<file path="src/rtl/contador_pkg.sv">
// Shared types and sizing helpers for the parametrised push-button counter.
package contador_pkg;

   typedef enum logic {
      DIR_UP   = 1'b0,
      DIR_DOWN = 1'b1
   } dir_t;

   // Debounce counter must be able to hold the value DEBOUNCE_CYC itself.
   function automatic int deb_cnt_width(input int debounce_cyc);
      if (debounce_cyc < 1) begin
         return 1;
      end else begin
         return $clog2(debounce_cyc + 1);
      end
   endfunction

endpackage

</file>
<file path="src/rtl/contador_param_antirrebote.sv">
// Two-flop synchroniser, stable-window debouncer and registered rise detector
// for a raw push-button level.
module antirrebote
   import contador_pkg::*;
#(
   parameter int DEBOUNCE_CYC = 4
) (
   input  logic clk,
   input  logic reset_i,
   input  logic raw,
   output logic nivel,
   output logic pulso
);

   localparam int CW = deb_cnt_width(DEBOUNCE_CYC);
   localparam logic [CW-1:0] LIMIT = CW'(DEBOUNCE_CYC);
   localparam logic [CW-1:0] CERO  = {CW{1'b0}};
   localparam logic [CW-1:0] UNO   = CW'(1);

   logic          sync_a;
   logic          sync_b;
   logic [CW-1:0] cuenta;
   logic [CW-1:0] cuenta_nxt;
   logic          nivel_nxt;
   logic          subida;

   // raw is asynchronous: only these two flops ever see it
   always_ff @(posedge clk or posedge reset_i) begin
      if (reset_i) begin
         sync_a <= 1'b0;
         sync_b <= 1'b0;
      end else begin
         sync_a <= raw;
         sync_b <= sync_a;
      end
   end

   // A disagreeing level must persist for the full window before it is accepted
   always_comb begin
      nivel_nxt  = nivel;
      cuenta_nxt = cuenta;
      if (sync_b != nivel) begin
         if (cuenta == LIMIT) begin
            nivel_nxt  = ~nivel;
            cuenta_nxt = CERO;
         end else begin
            nivel_nxt  = nivel;
            cuenta_nxt = cuenta + UNO;
         end
      end else begin
         nivel_nxt  = nivel;
         cuenta_nxt = CERO;
      end
      subida = nivel_nxt & ~nivel;
   end

   // Debounce state and the press pulse are registered together
   always_ff @(posedge clk or posedge reset_i) begin
      if (reset_i) begin
         nivel  <= 1'b0;
         cuenta <= CERO;
         pulso  <= 1'b0;
      end else begin
         nivel  <= nivel_nxt;
         cuenta <= cuenta_nxt;
         pulso  <= subida;
      end
   end

endmodule

</file>
<file path="src/rtl/contador_param.sv">
// Debounced push-button up/down counter with load, wrap/saturate limits and
// a one-cycle overflow flag.
module contador_param
   import contador_pkg::*;
#(
   parameter int WIDTH        = 8,
   parameter int DEBOUNCE_CYC = 4,
   parameter bit SATURATE     = 1'b0
) (
   input  logic             clk,
   input  logic             reset_i,
   input  logic             boton_i,
   input  logic             dir_i,
   input  logic             load_i,
   input  logic [WIDTH-1:0] dato_i,
   output logic [WIDTH-1:0] conta_o,
   output logic             pulso_o,
   output logic             ovf_o
);

   localparam logic [WIDTH-1:0] MAXIMO = {WIDTH{1'b1}};
   localparam logic [WIDTH-1:0] CERO   = {WIDTH{1'b0}};
   localparam logic [WIDTH-1:0] UNO    = WIDTH'(1);

   logic             btn_db;
   logic             press;
   logic             press_ok;
   logic [WIDTH-1:0] conta_nxt;
   logic             ovf_nxt;

   antirrebote #(
      .DEBOUNCE_CYC (DEBOUNCE_CYC)
   ) u_antirrebote (
      .clk     (clk),
      .reset_i (reset_i),
      .raw     (boton_i),
      .nivel   (btn_db),
      .pulso   (press)
   );

   assign pulso_o  = press;
   // The rise pulse always coincides with a high debounced level
   assign press_ok = press & btn_db;

   // Next count: load wins over a coincident press, limits wrap or hold
   always_comb begin
      conta_nxt = conta_o;
      ovf_nxt   = 1'b0;
      if (load_i) begin
         conta_nxt = dato_i;
         ovf_nxt   = 1'b0;
      end else if (press_ok) begin
         case (dir_t'(dir_i))
            DIR_UP: begin
               if (conta_o == MAXIMO) begin
                  if (SATURATE) begin
                     conta_nxt = MAXIMO;
                  end else begin
                     conta_nxt = CERO;
                  end
                  ovf_nxt = 1'b1;
               end else begin
                  conta_nxt = conta_o + UNO;
                  ovf_nxt   = 1'b0;
               end
            end
            DIR_DOWN: begin
               if (conta_o == CERO) begin
                  if (SATURATE) begin
                     conta_nxt = CERO;
                  end else begin
                     conta_nxt = MAXIMO;
                  end
                  ovf_nxt = 1'b1;
               end else begin
                  conta_nxt = conta_o - UNO;
                  ovf_nxt   = 1'b0;
               end
            end
            default: begin
               conta_nxt = conta_o;
               ovf_nxt   = 1'b0;
            end
         endcase
      end else begin
         conta_nxt = conta_o;
         ovf_nxt   = 1'b0;
      end
   end

   // Count and overflow flag registers
   always_ff @(posedge clk or posedge reset_i) begin
      if (reset_i) begin
         conta_o <= CERO;
         ovf_o   <= 1'b0;
      end else begin
         conta_o <= conta_nxt;
         ovf_o   <= ovf_nxt;
      end
   end

endmodule

</file>
<file path="config.mk">
export PLATFORM = sky130hd
export DESIGN_NAME = contador_param
export DESIGN_NICKNAME = d
export VERILOG_FILES = /design/src/rtl/contador_pkg.sv /design/src/rtl/contador_param_antirrebote.sv /design/src/rtl/contador_param.sv
export SDC_FILE = /design/constraint.sdc
export NUM_CORES = 1
export LEC_CHECK = 0
export CAP_MARGIN = 20
export CORE_UTILIZATION = 54
export CTS_CLUSTER_DIAMETER = 50
export DETAILED_ROUTE_END_ITERATION = 8
export GPL_ROUTABILITY_DRIVEN = 0
export PLACE_DENSITY_LB_ADDON = 0.05
export SYNTH_ARGS = -nofsm -noshare
export SYNTH_HDL_FRONTEND = slang
export SYNTH_SLANG_ARGS = --single-unit
export TNS_END_PERCENT = 100
</file>
<file path="constraint.sdc">
create_clock -name clk -period 4.2 [get_ports clk]
set_input_delay 0.84 -clock clk [delete_from_list [all_inputs] [get_ports clk]]
set_output_delay 0.84 -clock clk [all_outputs]
set_load 0.005 [all_outputs]
</file>
# Word-level counts from Yosys, hierarchy flattened
# Cells that the tools add are included.
dict set report classes {
  n_reduce_logical 2
  n_div 0
  muxes 14
  magnitude_cmp 0
  mul 0
  n_bitwise 4
  n_eq_ne 3
  shifts 0
  add_sub_neg 3
}
# cell n
set op_table {}
lappend op_table {{$mux W8} 4}
lappend op_table {{$pmux W8 S2} 1}
lappend op_table {{$add A8 B1 Y8 const B} 1}
lappend op_table {{$eq A8 B8 Y1 const B} 1}
lappend op_table {{$logic_not A8 Y1} 1}
lappend op_table {{$sub A8 B1 Y8 const B} 1}
lappend op_table {{$mux W1} 6}
lappend op_table {{$mux W3} 2}
lappend op_table {{$add A3 B1 Y3 const B} 1}
lappend op_table {{$eq A3 B3 Y1 const B} 1}
lappend op_table {{$and A1 B1 Y1} 2}
lappend op_table {{$not A1 Y1} 2}
lappend op_table {{$pmux W1 S2} 1}
lappend op_table {{$reduce_bool A2 Y1} 1}
lappend op_table {{$ne A1 B1 Y1} 1}
dict set report word_totals {
  inputBits 13
  mem_count 0
  romBits 0
  elab_cells 33
  out_inout_bits 10
  latch_bits 0
  mem_bits_rw 0
  regBits 16
}

# Longest topological paths before layout
dict set report depth {
  ltp_word 5
  mapped_depth 7
}

# Hierarchy
# Synthesis repeated with hierarchy kept, for this count alone.
dict set report hier_totals {
  hier_cells 125
  hier_area_um2 1086.0
}
# mod cells_per_inst seq_area_each_um2 instances area_each_um2
set modules_own_cells {}
lappend modules_own_cells {contador_param 104 225.2 1 809.5}
lappend modules_own_cells {antirrebote 21 175.2 1 276.5}

# Worst setup path after synthesis
# No wires, ideal clock.
dict set report synth_timing {
  path_type {input port to flip-flop}
  start {in load_i}
  end {reg conta_o[7]}
  t_arrival_ns 1.711
  cell_stages 5
  path_buffers 1
  setup_slack_ns 2.369
  path_cell_list {clkbuf_1 > nand3b_1 > nor2_1 > o311ai_0 > and3_1}
}
dict set report synth_between {
  elab_chain_cells 1
  word_cells_on_any_way 2
  cone_classes {mux: 1; reduce/logical: 1}
}
# item line_no
set synth_lines {}
lappend synth_lines {{from (decl)} contador_param.sv:14} ;# input logic load_i,
lappend synth_lines {{$mux W8 or $reduce_bool A2 Y1 (tied branches)} --}
lappend synth_lines {{to (signal assigned)} contador_param.sv:97} ;# conta_o <= conta_nxt;
lappend synth_lines {{to (decl)} contador_param.sv:16} ;# output logic [WIDTH-1:0] conta_o,
# Parallel ways exist; a longest one is shown, timed or not.
# A chain may end at the register's enable or synchronous reset.

# Worst setup path in the final report
dict set report layout_timing {
  start {reg conta_o[2]}
  end {out conta_o[2]}
}
# No word-level cell between the ends.

==> flow_summary_export.csv <==
group,metric,value,unit
outcome,status,"finished, final reports clean",
critical_path,r2r_cells,6,
route,final_antenna_net_count,0,
global_route,grt_max_degree,20,
final_layout,final_area,1378,sq um
timing,rsz0062_at_grt,"false",
route,drt-total-wl,2516,microns
timing,drv_slew,0,
cts,cts_setup_buffers,0,
final_layout,fin_nets,169,
logic_synthesis,synth_seq_cells,16,
route,drt-pass1-iter-count,4,
logic_synthesis,syn_avg_cell_area,8.434,sq um
placed_design,dpl_cell_area,1341,sq um
cts,cts_tree,"built",
critical_path,r2r_start,"conta_o[0]$_DFFE_PP0P_",
pwr,ir_worst_vdd,0.2750,mV
floorplanning,core.rowCount,16,
critical_path,r2r_end,"conta_o[2]$_DFFE_PP0P_",
logic_synthesis,ys_types,42,
hold_path,hp-start,"u_antirrebote.sync_a$_DFF_PP0_",
logic_synthesis,async_flop_share,1.000,
logic_synthesis,ys_top_cells_by_area,"dfrtp_1 (35%), ha_1 (5.5%), nand2_1 (4.9%)",
floorplanning,fp.coreArea,1982,sq um
hold_path,whs_endpoint,"u_antirrebote.sync_b$_DFF_PP0_",
logic_synthesis,synth-edff-count,0,
cts,cts_resized,0,
placed_design,dp.final_hpwl,1812,microns
final_layout,multiInputGateArea,660.6,sq um
route,wl_met3,148,microns
floorplanning,initial_core_util,0.5745,
critical_path,r2r_setup_slack,2.26,ns
floorplanning,fp.dieH,47.92,microns
timing,setup_violations,0,
critical_path,critical_path_class,"reg2out",
timing,finalCriticalPeriod,2.356,ns
route,viasPerCell,5.746,
pwr,p_switching,0.1550,mW
timing,slew_headroom,0.6007,
pwr,combinationalPowerShare,0.281,
final_layout,ff_latch_area,400.4,sq um
cts,path_clk_slew,0.09,ns
timing,setup_total_negative_slack,0,ns
critical_path,critPathRequiredTime,3.36,ns
critical_path,cp_top_family,"flip-flops",
final_layout,synthToLayoutAreaGrowth,20.99,%
timing,fin_skew,0.01169,ns
timing,hold_viol_final,0,
timing,tightest_slew,0.5982,ns
route,wire_per_inst,14.21,microns
logic_synthesis,synth_flop_cell,"dfrtp_1",
global_route,grt-ovfl-total,0,
final_layout,num_antenna_cells,0,
job,maxCapViolations,0,
pwr,power_per_cell_area,330.6,nW/um^2
timing,clock.fmax,424.5,MHz
critical_path,critPathMaxStageDelay,0.64,ns
route,wl_met1,1102,microns
logic_synthesis,syn_nets,153,
critical_path,critPathMaxFanout,12,
logic_synthesis,syn_area,1139,sq um
floorplanning,pin_count,23,
cts,clock_latency,0.30,ns
route,top_layer,"met4",
final_layout,nFillCells,156,
final_layout,layout.cells.non_filler,177,
route,dr.first_iter.drc_count,35,
cts,cts.htree.levels,1,
route,dr_wl_met2,1221,microns
route,vias,1017,
pwr,p_leak,0.5628,nW
placed_design,numPlacedInstances,173,
logic_synthesis,synth_area_leader_cell,"dfrtp_1",
critical_path,cp_slowest_cell,"dfrtp_1",
cts,numCtsBuffers,3,
global_route,antenna_found_initial,0,
critical_path,critPathBufInv,1,
pwr,seqPwrFrac,0.482,
logic_synthesis,synth_top_area_frac,0.3516,
pwr,internal_power,0.3005,mW
global_route,grt_pass1_wl,3788,microns
placed_design,port_buffers,22,
critical_path,worstPathArrival,1.52,ns
pwr,p_sw_frac,0.3402,
logic_synthesis,syn_inst,135,
hold_path,holdPathStages,0,
logic_synthesis,ys_seq_area_frac,0.3516,
floorplanning,dieArea,2296,sq um
cts,hold_buffers,0,
cts,clk_path_buf_depth,2,
cts,cts-root-buf,"clkbuf_4",
global_route,grt_pass1_vias,846,
pwr,clockPowerShare,0.237,
critical_path,endpoint_kind,"output pin",
hold_path,hold_path.class,"reg2reg",
floorplanning,die_w,47.92,microns
final_layout,drive_gt1_frac,0.06000,
critical_path,cp-start-kind,"register",
critical_path,path_cells,"clkdlybuf4s50_1",
logic_synthesis,yosys_warnings,0,
cts,clock-sinks,16,
global_route,track_usage,0.2453,
route,drc_errors,0,
timing,finalCritPeriodShare,0.5609,
==> registers in the layout (all words and copies together) (netlist names) <==
signal                flops
conta_o                   8
ovf_o                     1
u_antirrebote.cuenta      3
u_antirrebote.nivel       1
u_antirrebote.pulso       1
u_antirrebote.sync_a      1
u_antirrebote.sync_b      1
==> Yosys cell counts, types with 3 or more instances <==
cell type  number
nor3b_1         4
dfrtp_1        16
nor2_1         10
xnor2_1         4
ha_1            5
nor3_1          3
o31ai_1         3
inv_1           7
a31oi_1         3
o21ai_0         9
xor2_1          3
a21oi_1        10
nand3_1         4
nand2_1        15
clkbuf_1        8
==> layout make-up <==
cell class                 instances  share of cell area
clock buffer                       4             0.02634
inverter                           7             0.01907
multi-input combinational        101              0.4796
sequential                        16              0.2906
tap                               27             0.02452
timing repair buffer              22              0.1599
==> per-layer routing <==
metal / up-vias / track usage
met4: 0 / 0.1000
met2: 43 / 0.3838
li1: 513 / -
met1: 454 / 0.3326
met3: 7 / 0.04528
met5: - / 0
==> worst max-delay path by stage <==
stage	start	end	slack [ns]	cells past startpoint
global route	load_i	conta_o[7]$_DFFE_PP0P_	1.72	5
detailed placement	load_i	conta_o[7]$_DFFE_PP0P_	1.59	5
global placement	load_i	conta_o[7]$_DFFE_PP0P_	1.64	5
CTS	conta_o[2]$_DFFE_PP0P_	conta_o[2]	1.84	1
finish	conta_o[2]$_DFFE_PP0P_	conta_o[2]	1.84	1
floorplan	load_i	conta_o[7]$_DFFE_PP0P_	2.37	5
==> per-stage QoR <==
step	power [mW]	setup slack, ns	util	hold slack [ns]
floorplan	0.3057	2.369	-	0.3312
global placement	0.3436	1.643	0.6768	0.3328
detailed placement	0.3504	1.591	0.6768	0.3529
CTS	0.4567	1.841	0.6951	0.3752
global route	0.4869	1.723	0.6951	0.3775
finish	0.4555	1.844	0.6951	0.3694
==> worst register-to-register path, cell delays in order, from the launching register on <==
cell and delay, ns:
dfrtp_1 0.53, inv_1 0.14, ha_1 0.18, nor3b_1 0.38
nand3_1 0.22, a41o_1 0.28, o21ai_1 0.12
==> power groups by stage <==
stage               sequential (mW)  clock, mW  combinational, mW
CTS                           0.219      0.108              0.129
detailed placement            0.223          0              0.128
finish                        0.220      0.108              0.128
global placement              0.221          0              0.122
floorplan                     0.195          0              0.111
global route                  0.225      0.115              0.147
==> cell usage in the layout, fill, tap and decap left out, types with 2 or more instances in the layout <==
master / synthesis / layout
nand3_1: 4 / 4
dfrtp_1: 16 / 16
nor3_1: 3 / 3
nand3b_1: 2 / 2
ha_1: 5 / 5
inv_1: 7 / 7
clkdlybuf4s50_1: 0 / 22
xor2_1: 3 / 3
nor2_1: 10 / 10
nand2_1: 15 / 15
mux2i_1: 2 / 2
o21ai_0: 9 / 9
a31oi_1: 3 / 3
xnor2_1: 4 / 4
o31ai_1: 3 / 3
clkbuf_4: 0 / 3
nor2b_1: 2 / 2
a21oi_1: 10 / 10
nor3b_1: 4 / 4
==> logic make-up after synthesis <==
| logic type | after synthesis | synth area share |
|---|---|---|
| fa+ha+maj | 5 | 0.05495 |
| simple gates | 49 | 0.2363 |
| buf+inv | 18 | 0.06814 |
| mux | 3 | 0.02747 |
| xor+xnor | 7 | 0.05385 |
| compound gates | 37 | 0.2077 |
| flops | 16 | 0.3516 |
Power figures use the tool's default switching activity.
